<file path="src/rtl/seq_booth_square.sv">
// Sequential radix-4 Booth squarer: one partial square per clock, valid/ready on both sides.
// Ports: clk, rst, in_valid/in_ready/x_in, out_valid/out_ready/y_out, busy. Option: SEQ_BOOTH_SQUARE_EARLY_EXIT_EN.
module seq_booth_square #(
  parameter int WIDTH = 16
) (
  input  logic               clk,
  input  logic               rst,
  input  logic               in_valid,
  output logic               in_ready,
  input  logic [WIDTH-1:0]   x_in,
  output logic               out_valid,
  input  logic               out_ready,
  output logic [2*WIDTH-1:0] y_out,
  output logic               busy
);

  localparam int NDIG = WIDTH / 2 + 1;
  localparam int AW   = 2 * WIDTH + 2;
  localparam int KW   = $clog2(NDIG + 1);

  typedef enum logic [1:0] {
    IDLE,
    BUSY,
    DONE
  } state_t;

  state_t state;
  state_t state_nxt;

  logic [WIDTH-1:0] xr;
  logic [AW-1:0]    acc;
  logic [AW-1:0]    acc_nxt;
  logic [AW-1:0]    mag;
  logic [AW-1:0]    term;
  logic [KW-1:0]    k;
  logic [WIDTH+2:0] ext;
  logic [2:0]       trip;
  logic             neg;
  logic             last;

  // xr with the implicit xr[-1]=0 below and zero bits above,
  // so digit k is the 3-bit window starting at bit 2k.
  assign ext = {2'b00, xr, 1'b0};

  always_comb begin
    trip = 3'(ext >> {k, 1'b0});
    mag  = '0;
    neg  = 1'b0;
    case (trip)
      3'b001, 3'b010: mag = AW'(xr);
      3'b011:         mag = AW'(xr) << 1;
      3'b100: begin
        mag = AW'(xr) << 1;
        neg = 1'b1;
      end
      3'b101, 3'b110: begin
        mag = AW'(xr);
        neg = 1'b1;
      end
      default:        mag = '0;
    endcase
    term    = mag << {k, 1'b0};
    acc_nxt = neg ? acc - term : acc + term;
  end

`ifdef SEQ_BOOTH_SQUARE_EARLY_EXIT_EN
  // Once xr >> (2k+1) is zero every later window is 000.
  always_comb begin
    last = (k == KW'(NDIG - 1)) || ((xr >> {k, 1'b1}) == '0);
  end
`else
  always_comb begin
    last = (k == KW'(NDIG - 1));
  end
`endif

  always_ff @(posedge clk) begin
    if (rst) state <= IDLE;
    else     state <= state_nxt;
  end

  always_comb begin
    state_nxt = state;
    case (state)
      IDLE:    if (in_valid) state_nxt = BUSY;
      BUSY:    if (last) state_nxt = DONE;
      DONE:    if (out_ready) state_nxt = IDLE;
      default: state_nxt = IDLE;
    endcase
  end

  always_comb begin
    in_ready  = (state == IDLE);
    busy      = (state == BUSY);
    out_valid = (state == DONE);
  end

  always_ff @(posedge clk) begin
    if (rst) begin
      xr    <= '0;
      acc   <= '0;
      k     <= '0;
      y_out <= '0;
    end else begin
      case (state)
        IDLE: begin
          if (in_valid) begin
            xr  <= x_in;
            acc <= '0;
            k   <= '0;
          end
        end
        BUSY: begin
          acc <= acc_nxt;
          k   <= k + KW'(1);
          if (last) y_out <= acc_nxt[2*WIDTH-1:0];
        end
        default: ;
      endcase
    end
  end

endmodule

</file>
<file path="config.mk">
export PLATFORM = sky130hd
export DESIGN_NAME = seq_booth_square
export DESIGN_NICKNAME = d
export VERILOG_FILES = /design/src/rtl/seq_booth_square.sv
export SDC_FILE = /design/constraint.sdc
export NUM_CORES = 1
export LEC_CHECK = 0
export ABC_AREA = 1
export CAP_MARGIN = 25
export CORE_AREA = 2 2 156 158
export DETAILED_ROUTE_END_ITERATION = 7
export DIE_AREA = 0 0 158 160
export SYNTH_ARGS = -nofsm -noshare
export SYNTH_HDL_FRONTEND = slang
export SYNTH_SLANG_ARGS = --single-unit
</file>
<file path="constraint.sdc">
create_clock -name clk -period 9 [get_ports clk]
set_input_delay 1.35 -clock clk [delete_from_list [all_inputs] [get_ports clk]]
set_output_delay 1.35 -clock clk [all_outputs]
set_load 0.05 [all_outputs]
</file>
==> metrics.txt, run 1 <==
status completed; top layer in use met4; HPWL after DPL 15.5 mm; mux contribution to synthesized area 0%; layout cells sized above 1 6.89%; Initial Utilization 29.4%; die area 25300 um^2; r2r setup slk 2.03 ns; clk buf depth 2; dominant combinational cell family by area after synthesis simple AND/OR/NAND/NOR gates; vias post-DR 7227; Worst Setup Path Type flop to flop; final period demand of the worst path 6.97 ns; initial antenna violation count 0; Tcrit/Tclk final 77.4%; Highest Clock Rate 144 MHz; Critical Path RT 9.25 ns; Synth Area in Simple Gates 37.5%; ys flop type dfxtp_1; Startpoint Class flop; Final Power 1.60 mW; number of buffers created by CTS 9; Min-Delay Path Class flop to flop; HP Start acc[0]; WL final 20.5 mm; first-pass GRT wire length 33.9 mm; VDD IR-drop max 0.100 mV; Pwr Density 198 nW/um^2; Core Area 23800 um^2; GRT Util Overall 16.6%; clk sinks 86; DRT Pass-1 Iters 6; largest net degree at the start of global routing 64; setup ws final 2.03 ns; final setup vio count 0; max-capacitance violation count 0; synth top area cells dfxtp_1, nand2_1, nand3_1, a21oi_1, ha_1; met2 routed WL 9.31 mm; clock latency on the worst-skew pair 0.36 ns; Yosys Warn Count 0; vias in the first global route 6706; CP delay by family, top simple AND/OR/NAND/NOR gates; DRT iter0 DRCs 584; CP max stage delay 0.84 ns; post-synthesis adder-cell area fraction 6.54%; Avg Vias per Cell 4.92; synth-to-layout area growth 15.3%; dpl cell area 7780 um^2; Synth top area share 24.6%; Final Hold Fails 0; Post-Syn Area per Cell 6.24 um^2; #FFs+latches synth 86; cell mode on critical path nand2_1; routed len/inst 13.9 um; Die Width 158 um; Nets 1198; RSZ-0062 raised after global routing false; Design Area, Final 8070 um^2; Gate Count Post-Synth 1121; dpl ws 2.24 ns; Port Buffers 54; PostCTS Resize Cnt 0; Slew headroom 38.0%; hold path cells 2; WP buf/inv 4; Met3 Wirelength 1.17 mm; Mapped Nets 1177; Fill cells 2660; Slew @ Worst Pin 0.927 ns; register area share after synthesis 24.6%; Worst Hold End acc[0]; clock-pin transition on the worst setup and hold timing paths 0.07 ns; top-level I/O count 55; Leak 3.87 nW; ys async rst share 0%; Hold Buf Count CTS 0; CTS tree done; grt total ovfl 0; Routed met1 length 9.56 mm; Mapped Area 7000 um^2; Die Y 160 um; WP data arrival 7.22 ns; R2R depth 36; slowest stage cell, crit path dfxtp_1; CTS HTree Levels 3; DRC violations left 0; number of flops mapped to enable cells by yosys 0; worst r2r dst y_out[26]; post-synthesis xor/xnor area fraction 6.88%; FF-to-FF Start k[2]; root buf cell clkbuf_16; compound-cell area share of the yosys netlist 14.5%; crit path max fanout 16; TNS Setup 0 ns; Rows 57; Slew Viols, Final 0; leading area contributor after synthesis dfxtp_1; Final GP Congestion 0.896; Setup Buffers After CTS 0; Routed Antenna Nets 0; Clock Skews 0.0115 ns; post-synth cell types 44; Worst Setup End Kind flop; Antenna diodes 0
[registers in the layout (all words and copies together), names as in the netlist]
signal  flops
xr         16
k           4
state       2
y_out      32
acc        32
[worst max path at each step]
| stage | start | to | slack, ns | depth (start not counted) |
|---|---|---|---|---|
| finish | k[2] | y_out[26] | 2.03 | 36 |
| global placement | k[0] | y_out[26] | 2.14 | 37 |
| detailed placement | k[2] | y_out[26] | 2.24 | 36 |
| floorplan | k[0] | y_out[26] | 4.19 | 38 |
| CTS | k[2] | y_out[26] | 2.21 | 36 |
| global route | k[2] | y_out[26] | 1.33 | 36 |
[cells in the final DEF (no fill, tap or decap), types with 9 or more instances in the layout]
master,count
o21ai_1,9
o21ai_0,61
a21oi_1,95
clkdlybuf4s50_1,53
xor2_1,41
nand3_1,129
xnor2_1,14
inv_1,114
clkbuf_16,9
nand4_1,11
nand2_1,284
dfxtp_1,86
nor2_1,95
nand3_2,20
ha_1,35
[worst register-to-register path, delay by kind of cell, from the launching register on]
kind / cells / cell delay (ns)
simple gates: 20 / 2.43
compound gates: 9 / 1.79
fa+ha+maj: 3 / 1.09
flops: 1 / 0.84
buf+inv: 4 / 0.71
[cell type report]
cell class	count	area [um^2]	area share [%]
repair buffers	60	588	7.29
flip-flops and latches	86	1720	21.3
inverters	124	468	5.80
clock buffers	11	233	2.89
multi-input cells	861	4600	57.0
clock inverters	4	55.1	0.682
well taps	324	405	5.03
[cells in the mapped netlist (2+ instances only)]
| cell | number |
|---|---|
| nand4_1 | 11 |
| o21ai_1 | 9 |
| nand3_2 | 20 |
| buf_4 | 2 |
| clkbuf_1 | 31 |
| nor2_4 | 4 |
| xnor2_1 | 14 |
| dfxtp_1 | 86 |
| o21a_1 | 2 |
| nor3_1 | 7 |
| nor2_2 | 3 |
| nor2_1 | 98 |
| or2_2 | 8 |
| nor3_2 | 3 |
| buf_1 | 4 |
| nand2_2 | 6 |
| buf_6 | 3 |
| o21ai_0 | 61 |
| inv_2 | 8 |
| nand3b_1 | 2 |
| nand2_1 | 284 |
| ha_1 | 35 |
| nand3_1 | 129 |
| a21oi_1 | 95 |
| a211oi_1 | 5 |
| a31oi_1 | 4 |
| o31ai_1 | 3 |
| o211ai_1 | 5 |
| nor4_1 | 3 |
| inv_1 | 114 |
| buf_2 | 9 |
| xor2_1 | 41 |
[power by group]
group | switching (mW) | internal (mW)
logic | 0.510 | 0.267
registers | 0.0232 | 0.411
clock network | 0.168 | 0.216
[logic make-up (layout without fill, tap and decap cells)]
| kind of cell | after synthesis | in the layout |
|---|---|---|
| flops | 86 | 86 |
| compound gates | 189 | 189 |
| fa+ha+maj | 36 | 36 |
| xor+xnor | 55 | 55 |
| buf+inv | 174 | 199 |
| simple gates | 581 | 581 |
[per-layer routing]
metal	track usage [%]	up-vias
met5	0	-
met4	5.45	0
met3	2.25	34
met2	26.1	197
met1	23.3	3305
li1	-	3691
[metrics by stage]
stage          instances  util, %  hold slack, ns
3_3_place_gp        1454     32.6           0.449
6_report            1470     33.9           0.464
5_1_grt             1470     33.9           0.492
2_1_floorplan       1121        -           0.441
3_5_place_dp        1455     32.7           0.461
4_1_cts             1470     33.9           0.470
No activity file was read; power rests on OpenSTA's default activity.
==> run 2: changes to the inputs <==
Clock period 9 ns to 6.64 ns, I/O delays scaled along.
==> metrics.txt, run 2 (synthesis results as in run 1) <==
Startpoint Class flop; Worst Setup End Kind flop; dpl cell area 7830 um^2 (+0.68%); Final Core Density 34.2% (+0.35 points); worst hold slack 0.467 ns (+0.00268 ns); Slew @ Worst Pin 0.853 ns (-0.0742 ns); Leak 3.92 nW (+1.5%); final setup vio count 0 (unchanged); clock-pin transition on the worst setup and hold timing paths 0.07 ns (about the same); RSZ-0062 raised after global routing false; grt total ovfl 0 (unchanged); Nets 1206 (+0.67%); Pwr Density 270 nW/um^2 (+36%); vias post-DR 7159 (-0.94%); top-level I/O count 55 (unchanged); final period demand of the worst path 6.06 ns (-0.911 ns); Die Y 160 um (unchanged); Tcrit/Tclk final 91.2% (+14 points); CTS tree done; WP buf/inv 3 (-1); Post-Layout Cell Count 1479 (+0.61%); Core Area 23800 um^2 (unchanged); root buf cell clkbuf_16; Final Power 2.20 mW (+38%); Clock Skews 0.0182 ns (+0.00674 ns); CP delay by family, top simple AND/OR/NAND/NOR gates; clk sinks 86 (unchanged); vias in the first global route 6725 (+0.28%); Avg Vias per Cell 4.84 (-1.5%); layout cells sized above 1 7.79% (+0.90 points); HPWL after DPL 16.1 mm (+3.6%); Initial Utilization 29.4% (unchanged); Routed Antenna Nets 0 (unchanged); slowest stage cell, crit path inv_2; first-pass GRT wire length 34.4 mm (+1.5%); Final Hold Fails 0 (unchanged); synth-to-layout area growth 16.5%; Slew headroom 43.0% (+5.0 points); clk buf depth 2 (unchanged); Antenna diodes 0 (unchanged); CP max stage delay 0.44 ns (-0.40 ns); die area 25300 um^2 (unchanged); initial antenna violation count 0 (unchanged); clock latency on the worst-skew pair 0.36 ns (about the same); Min-Delay Path Class flop to flop; TNS Setup 0 ns (unchanged); Hold Buf Count CTS 0 (unchanged); Critical Path RT 6.92 ns (-2.33 ns); most common cell after layout, fill and taps aside nand2_1; number of buffers created by CTS 9 (unchanged); crit path max fanout 33 (+17); WP data arrival 6.34 ns (-0.88 ns); dpl ws 0.573 ns (-1.67 ns); Cells after DPL 1463 (+0.55%); Worst Setup Path Type flop to flop; DRT iter0 DRCs 488 (-16%); WL final 21.0 mm (+2.3%); VDD IR-drop max 0.115 mV (+15%); Final GP Congestion 0.930 (+3.8%); DRC violations left 0 (unchanged); Largest regs acc: 32 flops, y_out: 32 flops, xr: 16 flops; Highest Clock Rate 165 MHz (+15%); routed len/inst 14.2 um (+1.7%); largest net degree at the start of global routing 65 (+1.6%); Die Width 158 um (unchanged); status completed; cell mode on critical path nand2_1; setup ws final 0.583 ns (-1.45 ns); Port Buffers 54 (unchanged); CTS HTree Levels 3 (unchanged); GRT Util Overall 17.1% (+0.45 points); DRT Pass-1 Iters 7 (+1); max-capacitance violation count 0 (unchanged); Slew Viols, Final 0 (unchanged); Design Area, Final 8150 um^2 (+1.0%); most frequent cells in the layout nand2_1, nand3_1, inv_1, nor2_1, a21oi_1; Rows 57 (unchanged)
run 2: cell count changes in the layout (fill, tap and decap cells not counted), sizes merged:
cell      delta
clkinv       +1
clkinvlp     -1
inv          +1
buf          +8
run 2: per-layer routing:
layer | up-vias | routed length [um] | share of wire [%] | global-route usage, %
li1 | 3719 | - | - | -
met1 | 3244 | 10300 | 49 | 24.0
met2 | 164 | 9410 | 45 | 26.9
met3 | 32 | 813 | 3.9 | 2.44
met4 | 0 | 486 | 2.3 | 5.28
met5 | - | 0 | 0 | 0
run 2: worst paths after layout:
path	slack, ns	cells after the start	startpoint	end
hold reg to reg	0.47	2	acc[0]	acc[0]
hold / removal	0.47	2	acc[0]	acc[0]
setup reg to reg	0.58	38	k[0]	acc[29]
setup / recovery	0.58	38	k[0]	acc[29]
run 2: final cells by class:
class	count	area, um^2
clock buffers	11	253
multi-input cells	861	4600
flip-flops and latches	86	1720
repair buffers	68	641
clock inverters	5	61.3
fillers	2685	15700
inverters	124	468
well taps	324	405
run 2: tightest hold or removal path, stage by stage (launching register included):
cell and delay (ns):
dfxtp_1 0.31, nand2_1 0.06, a21oi_1 0.05
run 2: repair_timing:
item,in CTS,in global routing
buffers inserted,0,0
endpoints found under the setup margin,0,4
resized for setup,0,1
run 2: where the power goes:
group          switching (mW)  internal, mW  leakage (nW)
Combinational           0.699         0.366          3.07
Sequential             0.0301         0.558         0.699
Clock                   0.233         0.316         0.157
==> run 3: changes to the inputs <==
Settings changed: ABC_CLOCK_PERIOD_IN_PS set to 6640.
==> results of run 3 <==
No change in the layout: final DEF, timing and power equal those of run 2.
